--- src/rtl/imm_gen_pipe.sv ---
// Registered immediate-decode stage: classifies an instruction by opcode, emits the
// sign-extended immediate, format code and tag through a 2-entry skid buffer.
module imm_gen_pipe #(
  parameter int XLEN     = 32,
  parameter int TAG_W    = 8,
  parameter int RV64_OPS = 0
) (
  input  logic             clk,
  input  logic             rst,
  input  logic             in_valid,
  output logic             in_ready,
  input  logic [31:0]      in_instr,
  input  logic [TAG_W-1:0] in_tag,
  output logic             out_valid,
  input  logic             out_ready,
  output logic [XLEN-1:0]  out_imm,
  output logic [2:0]       out_type,
  output logic             out_illegal,
  output logic [TAG_W-1:0] out_tag
);

  generate
    if (XLEN != 32 && XLEN != 64) begin : g_bad_xlen
      $error("imm_gen_pipe: XLEN must be 32 or 64");
    end
    if (RV64_OPS != 0 && XLEN != 64) begin : g_bad_rv64
      $error("imm_gen_pipe: RV64_OPS requires XLEN=64");
    end
  endgenerate

  typedef enum logic [1:0] {EMPTY, ONE, TWO} state_t;

  typedef struct packed {
    logic [XLEN-1:0]  imm;
    logic [2:0]       typ;
    logic             ill;
    logic [TAG_W-1:0] tag;
  } entry_t;

  localparam logic [2:0] T_I = 3'd0, T_S = 3'd1, T_B = 3'd2, T_U = 3'd3,
                         T_J = 3'd4, T_R = 3'd5, T_ILL = 3'd7;

  state_t state_q, state_d;
  entry_t main_q, main_d, skid_q, skid_d, dec;
  logic   in_ready_q, in_ready_d;
  logic   in_fire, out_fire;

  logic        sgn;
  logic [31:0] imm_i, imm_s, imm_b, imm_u, imm_j;
  logic [31:0] imm32;

  assign sgn   = in_instr[31];
  assign imm_i = {{20{sgn}}, in_instr[31:20]};
  assign imm_s = {{20{sgn}}, in_instr[31:25], in_instr[11:7]};
  assign imm_b = {{19{sgn}}, sgn, in_instr[7], in_instr[30:25], in_instr[11:8], 1'b0};
  assign imm_u = {in_instr[31:12], 12'b0};
  assign imm_j = {{11{sgn}}, sgn, in_instr[19:12], in_instr[20], in_instr[30:21], 1'b0};

  always_comb begin
    imm32   = '0;
    dec     = '0;
    dec.typ = T_ILL;
    dec.ill = 1'b1;
    dec.tag = in_tag;
    case (in_instr[6:0])
      7'b0010011, 7'b0000011, 7'b1100111, 7'b1110011: begin
        dec.typ = T_I; dec.ill = 1'b0; imm32 = imm_i;
      end
      7'b0100011: begin dec.typ = T_S; dec.ill = 1'b0; imm32 = imm_s; end
      7'b1100011: begin dec.typ = T_B; dec.ill = 1'b0; imm32 = imm_b; end
      7'b0110111, 7'b0010111: begin dec.typ = T_U; dec.ill = 1'b0; imm32 = imm_u; end
      7'b1101111: begin dec.typ = T_J; dec.ill = 1'b0; imm32 = imm_j; end
      7'b0110011: begin dec.typ = T_R; dec.ill = 1'b0; end
      7'b0011011: if (RV64_OPS != 0) begin dec.typ = T_I; dec.ill = 1'b0; imm32 = imm_i; end
      7'b0111011: if (RV64_OPS != 0) begin dec.typ = T_R; dec.ill = 1'b0; end
      default: ;
    endcase
    // Every format's immediate fits in 32 bits, so one signed widening covers XLEN=64.
    dec.imm = XLEN'($signed(imm32));
  end

  assign out_valid = (state_q != EMPTY);
  assign in_ready  = in_ready_q;
  assign in_fire   = in_valid && in_ready_q;
  assign out_fire  = out_valid && out_ready;

  always_comb begin
    state_d = state_q;
    main_d  = main_q;
    skid_d  = skid_q;
    case (state_q)
      EMPTY: if (in_fire) begin
        main_d  = dec;
        state_d = ONE;
      end
      ONE: begin
        if (in_fire && out_fire) begin
          main_d = dec;
        end else if (in_fire) begin
          skid_d  = dec;
          state_d = TWO;
        end else if (out_fire) begin
          state_d = EMPTY;
        end
      end
      TWO: if (out_fire) begin
        main_d  = skid_q;
        state_d = ONE;
      end
      default: state_d = EMPTY;
    endcase
    in_ready_d = (state_d != TWO);
  end

  always_ff @(posedge clk or posedge rst) begin
    if (rst) begin
      state_q    <= EMPTY;
      main_q     <= '0;
      skid_q     <= '0;
      in_ready_q <= 1'b1;
    end else begin
      state_q    <= state_d;
      main_q     <= main_d;
      skid_q     <= skid_d;
      in_ready_q <= in_ready_d;
    end
  end

  assign out_imm     = main_q.imm;
  assign out_type    = main_q.typ;
  assign out_illegal = main_q.ill;
  assign out_tag     = main_q.tag;

endmodule

--- config.mk ---
export PLATFORM = sky130hd
export DESIGN_NAME = imm_gen_pipe
export DESIGN_NICKNAME = d
export VERILOG_FILES = /design/src/rtl/imm_gen_pipe.sv
export SDC_FILE = /design/constraint.sdc
export NUM_CORES = 1
export LEC_CHECK = 0
export ABC_AREA = 0
export CELL_PAD_IN_SITES_DETAIL_PLACEMENT = 1
export CELL_PAD_IN_SITES_GLOBAL_PLACEMENT = 1
export CORE_ASPECT_RATIO = 1.75
export CORE_UTILIZATION = 41
export CTS_CLUSTER_DIAMETER = 50
export DETAILED_ROUTE_END_ITERATION = 7
export PLACE_DENSITY = 0.86
export SLEW_MARGIN = 20
export SYNTH_ARGS = -nofsm -noshare
export SYNTH_HDL_FRONTEND = slang
export SYNTH_SLANG_ARGS = --single-unit
--- constraint.sdc ---
create_clock -name clk -period 5.44 [get_ports clk]
set_input_delay 1.088 -clock clk [delete_from_list [all_inputs] [get_ports clk]]
set_output_delay 1.088 -clock clk [all_outputs]
set_load 0.005 [all_outputs]
==> metrics, run 1 <==
CTS clk-pin slew, worst paths 0.06 ns; RSZ-0062 raised after global routing false; Synth Area in Compound Gates 0.175; Worst-Margin Slew 1.01 ns; drt total wl 13.1 mm; GR Overflow Total 0; Clock Skew 0.00702 ns; xor/xnor cell area share of the yosys netlist 0.00403; r2r worst-path depth 4; EDFF count, synth 0; # rows 49; global-route wire length before repair 21.3 mm; worst skew pair latency 0.35 ns; worst-path fanout max 14; CTS tree built; setup_tns 0 ns; I/O Buffers 89; critical path data arrival time 3.68 ns; GPL Wtd Cong 0.824; crit path launch type input port; nets@finish 603; Hold Slack 0.480 ns; total CTS buffers 9; Root Buffer clkbuf_16; Max Freq 291 MHz; Design Area, Final 0.00554 sq mm; DRT met1 WL 5.05 mm; WL per Instance 19.0 um; Worst R2R Start state_q[0]; Worst Hold End skid_q[10]; setup bufs post-CTS 0; via count 3892; Mapped Cells 492; Util after Layout 0.538; Worst Hold Path Cells 2; simple-gate share of the synthesized area 0.238; Longest Clk Path Bufs 2; Critical R2R Capture skid_q[39]; Tmin final 3.43 ns; count of pins over their slew limit 0; Top FF cell, synth dfrtp_1; mux contribution to synthesized area 0.00949; post-cts sizing count 0; clock sinks 91; # hold bufs at CTS 0; drt initial violations 207; period utilisation layout 0.631; Max Used Layer met4; Die Height 138 um; adder-cell share of the synthesized area 0; vias in the first global route 4313; total power draw 2.80 mW; Final Hold Viols 0; Core Region 0.0103 sq mm; power density over cell area 506 mW/mm^2; count of cell types in the netlist 51; layout cell share with drive strength beyond 1 0.0798; Syn Area/Cell 8.84 sq um; Worst Setup End Kind flop; min-delay src skid_q[10]; Yosys warnings 0; Boundary Pins 90; synthesized area 0.00435 sq mm; initial antenna violation count 0; kind of critical path input port to flop; Fillers 1180; #FFs+latches synth 91; DRT Pass-1 Iters 4; Total GRT Usage 0.250; Max Cap Viol 0; Max-slew headroom 0.328; leakage 2.30 nW; largest net degree at the start of global routing 83; post-synthesis net count 536; status completed; class of the worst hold path flop to flop; # setup viols final 0; antenna-violating nets left 0; post-DP HPWL 8.89 mm; met3 wire len 415 um; largest family of logic cells by synthesized area simple AND/OR/NAND/NOR gates; drt via density 5.63; DRC violations left 0; Peak VDD IR 223 uV; placed cell areas 0.00524 sq mm; ys async rst share 1.00; die width 79.9 um; Area Overhead vs Synth 27.3%; die footprint 0.0110 sq mm; ANT cells 0; H-tree depth 3; CP Data Required Time 5.68 ns; sequential element share of the synthesized area 0.524; Initial Util 0.422; R2R setup slack 2.95 ns; WL met2 7.26 mm
[placed cells by master, fill, tap and decap left out, types with 3 or more instances in the layout]
cell             netlist  routed
and2_2                 2       3
clkbuf_16              0       9
dfrtp_1               90      90
nand2_1              121     121
nor2_1                77      77
nor2b_1                4       4
nor3_1                 4       4
nand3_1               13      13
a31oi_1               37      37
buf_4                  1       3
o22ai_1                6       6
mux2i_1                3       3
nand3b_1               3       3
inv_1                  4       3
clkdlybuf4s50_1        0      89
a221oi_2               8       8
o21ai_0               19      18
a21oi_1               28      28
[worst max-delay path by stage]
stage / start / end / slack, ns / cells past startpoint
global placement: in_instr[4] / out_imm[15] / 1.89 / 6
CTS: in_instr[4] / out_imm[14] / 2.00 / 6
global route: in_instr[6] / out_imm[14] / 1.80 / 6
floorplan: rst / out_illegal / 1.99 / 1
finish: in_instr[4] / out_imm[14] / 2.01 / 6
detailed placement: in_instr[4] / out_imm[12] / 1.70 / 6
[flip-flops by register name (all words and copies together), names as in the netlist]
| signal | count |
|---|---|
| in_ready | 1 |
| out_illegal | 1 |
| out_imm | 32 |
| out_tag | 8 |
| out_type | 3 |
| skid_q | 44 |
| state_q | 2 |
[cells by family (layout without fill, tap and decap cells)]
logic type      count (synthesis)  in the layout
buf+inv                        40            112
mux                             4              4
compound gates                114            114
simple gates                  241            241
flops                          91             91
xor+xnor                        2              2
[worst max-delay path, cell delays in order]
cell and delay, ns:
clkdlybuf4s50_1 0.77, nor2b_1 0.30, nor3b_2 0.78, or2_2 0.35
nand2_1 0.12, a221oi_2 0.27
[power by group]
group / switching, mW / internal (mW) / total [mW] / leakage (nW)
logic: 0.473 / 0.515 / 0.987 / 1.06
clock network: 0.277 / 0.372 / 0.649 / 0.147
registers: 0.189 / 0.979 / 1.17 / 1.09
[stage by stage]
step                      cells  setup slack [ns]
after floorplan             492              1.99
after global placement      675              1.89
after detailed placement    675              1.70
after CTS                   691              2.00
after global routing        691              1.80
final                       691              2.01
[cells in the mapped netlist, drive strengths merged, types with 2 or more instances]
library cell,count,area share
a211oi,3,0.0075
a21oi,30,0.036
a221oi,8,0.028
a31oi,37,0.053
a41oi,2,0.0040
and2,5,0.0083
and3,2,0.0032
buf,25,0.037
clkbuf,11,0.0095
dfrtp,90,0.52
inv,4,0.0034
mux2i,3,0.0069
nand2,121,0.10
nand2b,2,0.0029
nand3,13,0.015
nand3b,3,0.0052
nor2,77,0.066
nor2b,4,0.0057
nor3,4,0.0046
nor3b,2,0.0046
o21ai,20,0.023
o22ai,6,0.0086
or2,3,0.0043
[per-layer routing]
| layer | GRT usage | vias up |
|---|---|---|
| met5 | 0 | - |
| met4 | 0.112 | 0 |
| met3 | 0.0383 | 37 |
| met2 | 0.459 | 103 |
| met1 | 0.275 | 1939 |
| li1 | - | 1813 |
[final cells by class]
class | instances | area (sq um) | share of cell area
clock inverters | 5 | 60.1 | 0.0108
well taps | 127 | 159 | 0.0287
multi-input cells | 361 | 1870 | 0.338
flip-flops and latches | 91 | 2280 | 0.411
repair buffers | 92 | 913 | 0.165
inverters | 4 | 17.5 | 0.00316
clock buffers | 11 | 243 | 0.0438
Power figures use the tool's default switching activity.
==> inputs of run 2 (changes only) <==
- CORE_UTILIZATION: 41 -> 35
- PLACE_DENSITY: 0.86 -> 0.78
- clock period: 5.44 -> 3.1 ns (I/O delays scaled with it)
==> metrics, run 2 (same netlist as run 1, synthesis figures left out) <==
status completed; H-tree depth 3 (unchanged); ANT cells 0 (unchanged); commonest non-fill, non-tap cell in the layout nand2_1; Biggest register skid_q; setup_tns 0 ns (unchanged); most frequent cells in the layout nand2_1 (121), dfrtp_1 (90), clkdlybuf4s50_1 (89), nor2_1 (77), a31oi_1 (37); vias in the first global route 4201 (-2.6%); antenna-violating nets left 0 (unchanged); CTS clk-pin slew, worst paths 0.07 ns (about the same); Logic pwr share 0.361 (+0.009); kind of critical path input port to flop; CP top delay family buffers and inverters; # rows 53 (+8.2%); internal power 3.27 mW (+75%); class of the worst hold path flop to flop; crit path launch type input port; power density over cell area 859 mW/mm^2 (+70%); GPL Wtd Cong 0.833 (+1.1%); Max Cap Viol 0 (unchanged); Tmin final 2.43 ns; die width 86.3 um (+8.0%); Max Freq 411 MHz; Die Height 150 um (+8.1%); CP Data Required Time 3.36 ns (-2.32 ns); Max-slew headroom 0.358 (+0.0300); clock sinks 91 (unchanged); Buf+Inv Stages, Crit Path 2 (+1); total CTS buffers 9 (unchanged); Seq. cell area 0.00228 sq mm (unchanged); Hold Slack 0.478 ns (-0.00245 ns); min-delay src skid_q[5]; count of pins over their slew limit 0 (unchanged); DRC violations left 0 (unchanged); post-DP HPWL 9.19 mm (+3.4%); Crit. Startpoint in_instr[5]; Area Overhead vs Synth 30.6%; CTS tree built; Util after Layout 0.471 (-0.0673); Peak VDD IR 372 uV (+67%); drt via density 5.29 (-6.2%); Fillers 1442 (+22%); nets@finish 614 (+1.8%); Seq pwr share 0.420 (+0.004); Core Region 0.0121 sq mm (+17%); GR Overflow Total 0 (unchanged); critical path data arrival time 2.70 ns (-0.98 ns); setup bufs post-CTS 0 (unchanged); Worst Hold Path Cells 2 (unchanged); period utilisation layout 0.785; drt initial violations 125 (-40%); worst skew pair latency 0.34 ns (about the same); largest net degree at the start of global routing 60 (-28%); r2r worst-path depth 6 (+2); Critical-path top delay cell clkdlybuf4s50_1; Sw Ratio 0.331 (-0.00420); Sw Pwr 1.61 mW (+72%); # hold bufs at CTS 0 (unchanged); worst path cell trace clkdlybuf4s50_1, nand4_1, a211oi_2, or2_1, buf_4, nand3_1, a31oi_1; clock network power share 0.219 (-0.012); Worst-Margin Slew 0.963 ns (-0.0451 ns); Total GRT Usage 0.215 (-0.0350); leakage 2.36 nW (+2.7%); die footprint 0.0129 sq mm (+17%); initial antenna violation count 0 (unchanged); Worst R2R Start state_q[0]; global-route wire length before repair 21.2 mm (-0.52%); # setup viols final 0 (unchanged); R2R setup slack 1.21 ns (-1.74 ns); Critical R2R Capture out_imm[23]; DRT Pass-1 Iters 5 (+1); I/O Buffers 89 (unchanged); Boundary Pins 90 (unchanged); worst-path fanout max 15 (+1); Worst Hold End skid_q[5]; drt total wl 13.0 mm (-0.69%); Max stage delay on crit path 0.79 ns (about the same); Initial Util 0.361 (-0.0619); Root Buffer clkbuf_16; Longest Clk Path Bufs 2 (unchanged); Worst Setup End Kind flop; Clock Skew 0.00728 ns (+0.000258 ns); WL per Instance 17.6 um (-7.3%); RSZ-0062 raised after global routing false; Final Hold Viols 0 (unchanged); via count 3911 (+0.49%); multi-input logic area 0.00187 sq mm (unchanged); max reg flops 44 (unchanged); layout cell share with drive strength beyond 1 0.0974 (+0.0176); post-cts sizing count 0 (unchanged)
-- run 2: cell count changes in the layout (fill, tap and decap cells not counted), sizes merged --
| cell | previous run | this run |
|---|---|---|
| clkbuf | 11 | 13 |
| bufinv | 1 | 0 |
| buf | 3 | 14 |
| clkinvlp | 1 | 0 |
| inv | 6 | 4 |
| clkinv | 1 | 3 |
-- run 2: final cells by class --
class	instances	area share
Sequential cell	91	0.401
Multi-Input combinational cell	361	0.329
Timing Repair Buffer	103	0.180
Clock buffer	13	0.0476
Tap cell	165	0.0363
Clock inverter	3	0.00330
Inverter	4	0.00286
-- run 2: how the worst max path moves through the flow --
stage	end	cells past startpoint
finish	out_imm[5]	7
global route	out_imm[6]	7
CTS	out_imm[23]	6
detailed placement	out_imm[23]	6
global placement	out_imm[10]	7
floorplan	out_illegal	1
-- run 2: power groups by stage --
stage               clock network, mW  registers (mW)  logic [mW]
global placement                    0            2.04        1.69
CTS                              1.08            2.05        1.79
finish                           1.07            2.05        1.76
detailed placement                  0            2.07        1.76
global route                     1.14            2.11        1.94
floorplan                           0            2.00       0.867
-- run 2: per-layer routing --
layer,part of all wire,vias to the layer above,GRT usage,routed length [um]
met1,0.40,1984,0.241,5180
met3,0.028,22,0.0342,358
met4,0.027,0,0.0892,348
met5,0,-,0,0
li1,-,1834,-,-
met2,0.55,71,0.398,7130
-- run 2: worst register-to-register path, delay by kind of cell, from the launching register on --
family	cells	cell delay, ns
simple gates	2	0.51
compound gates	3	0.47
flops	1	0.44
buf+inv	1	0.30
-- run 2: metrics by stage --
step / total power, mW / instance area (sq um) / std cells / setup WS, ns
final: 4.88 / 5680 / 740 / 0.666
after global routing: 5.19 / 5680 / 740 / 0.491
after CTS: 4.93 / 5680 / 740 / 0.678
after detailed placement: 3.83 / 5390 / 724 / 0.307
after global placement: 3.73 / 5390 / 724 / 0.432
after floorplan: 2.86 / 4350 / 492 / 0.118
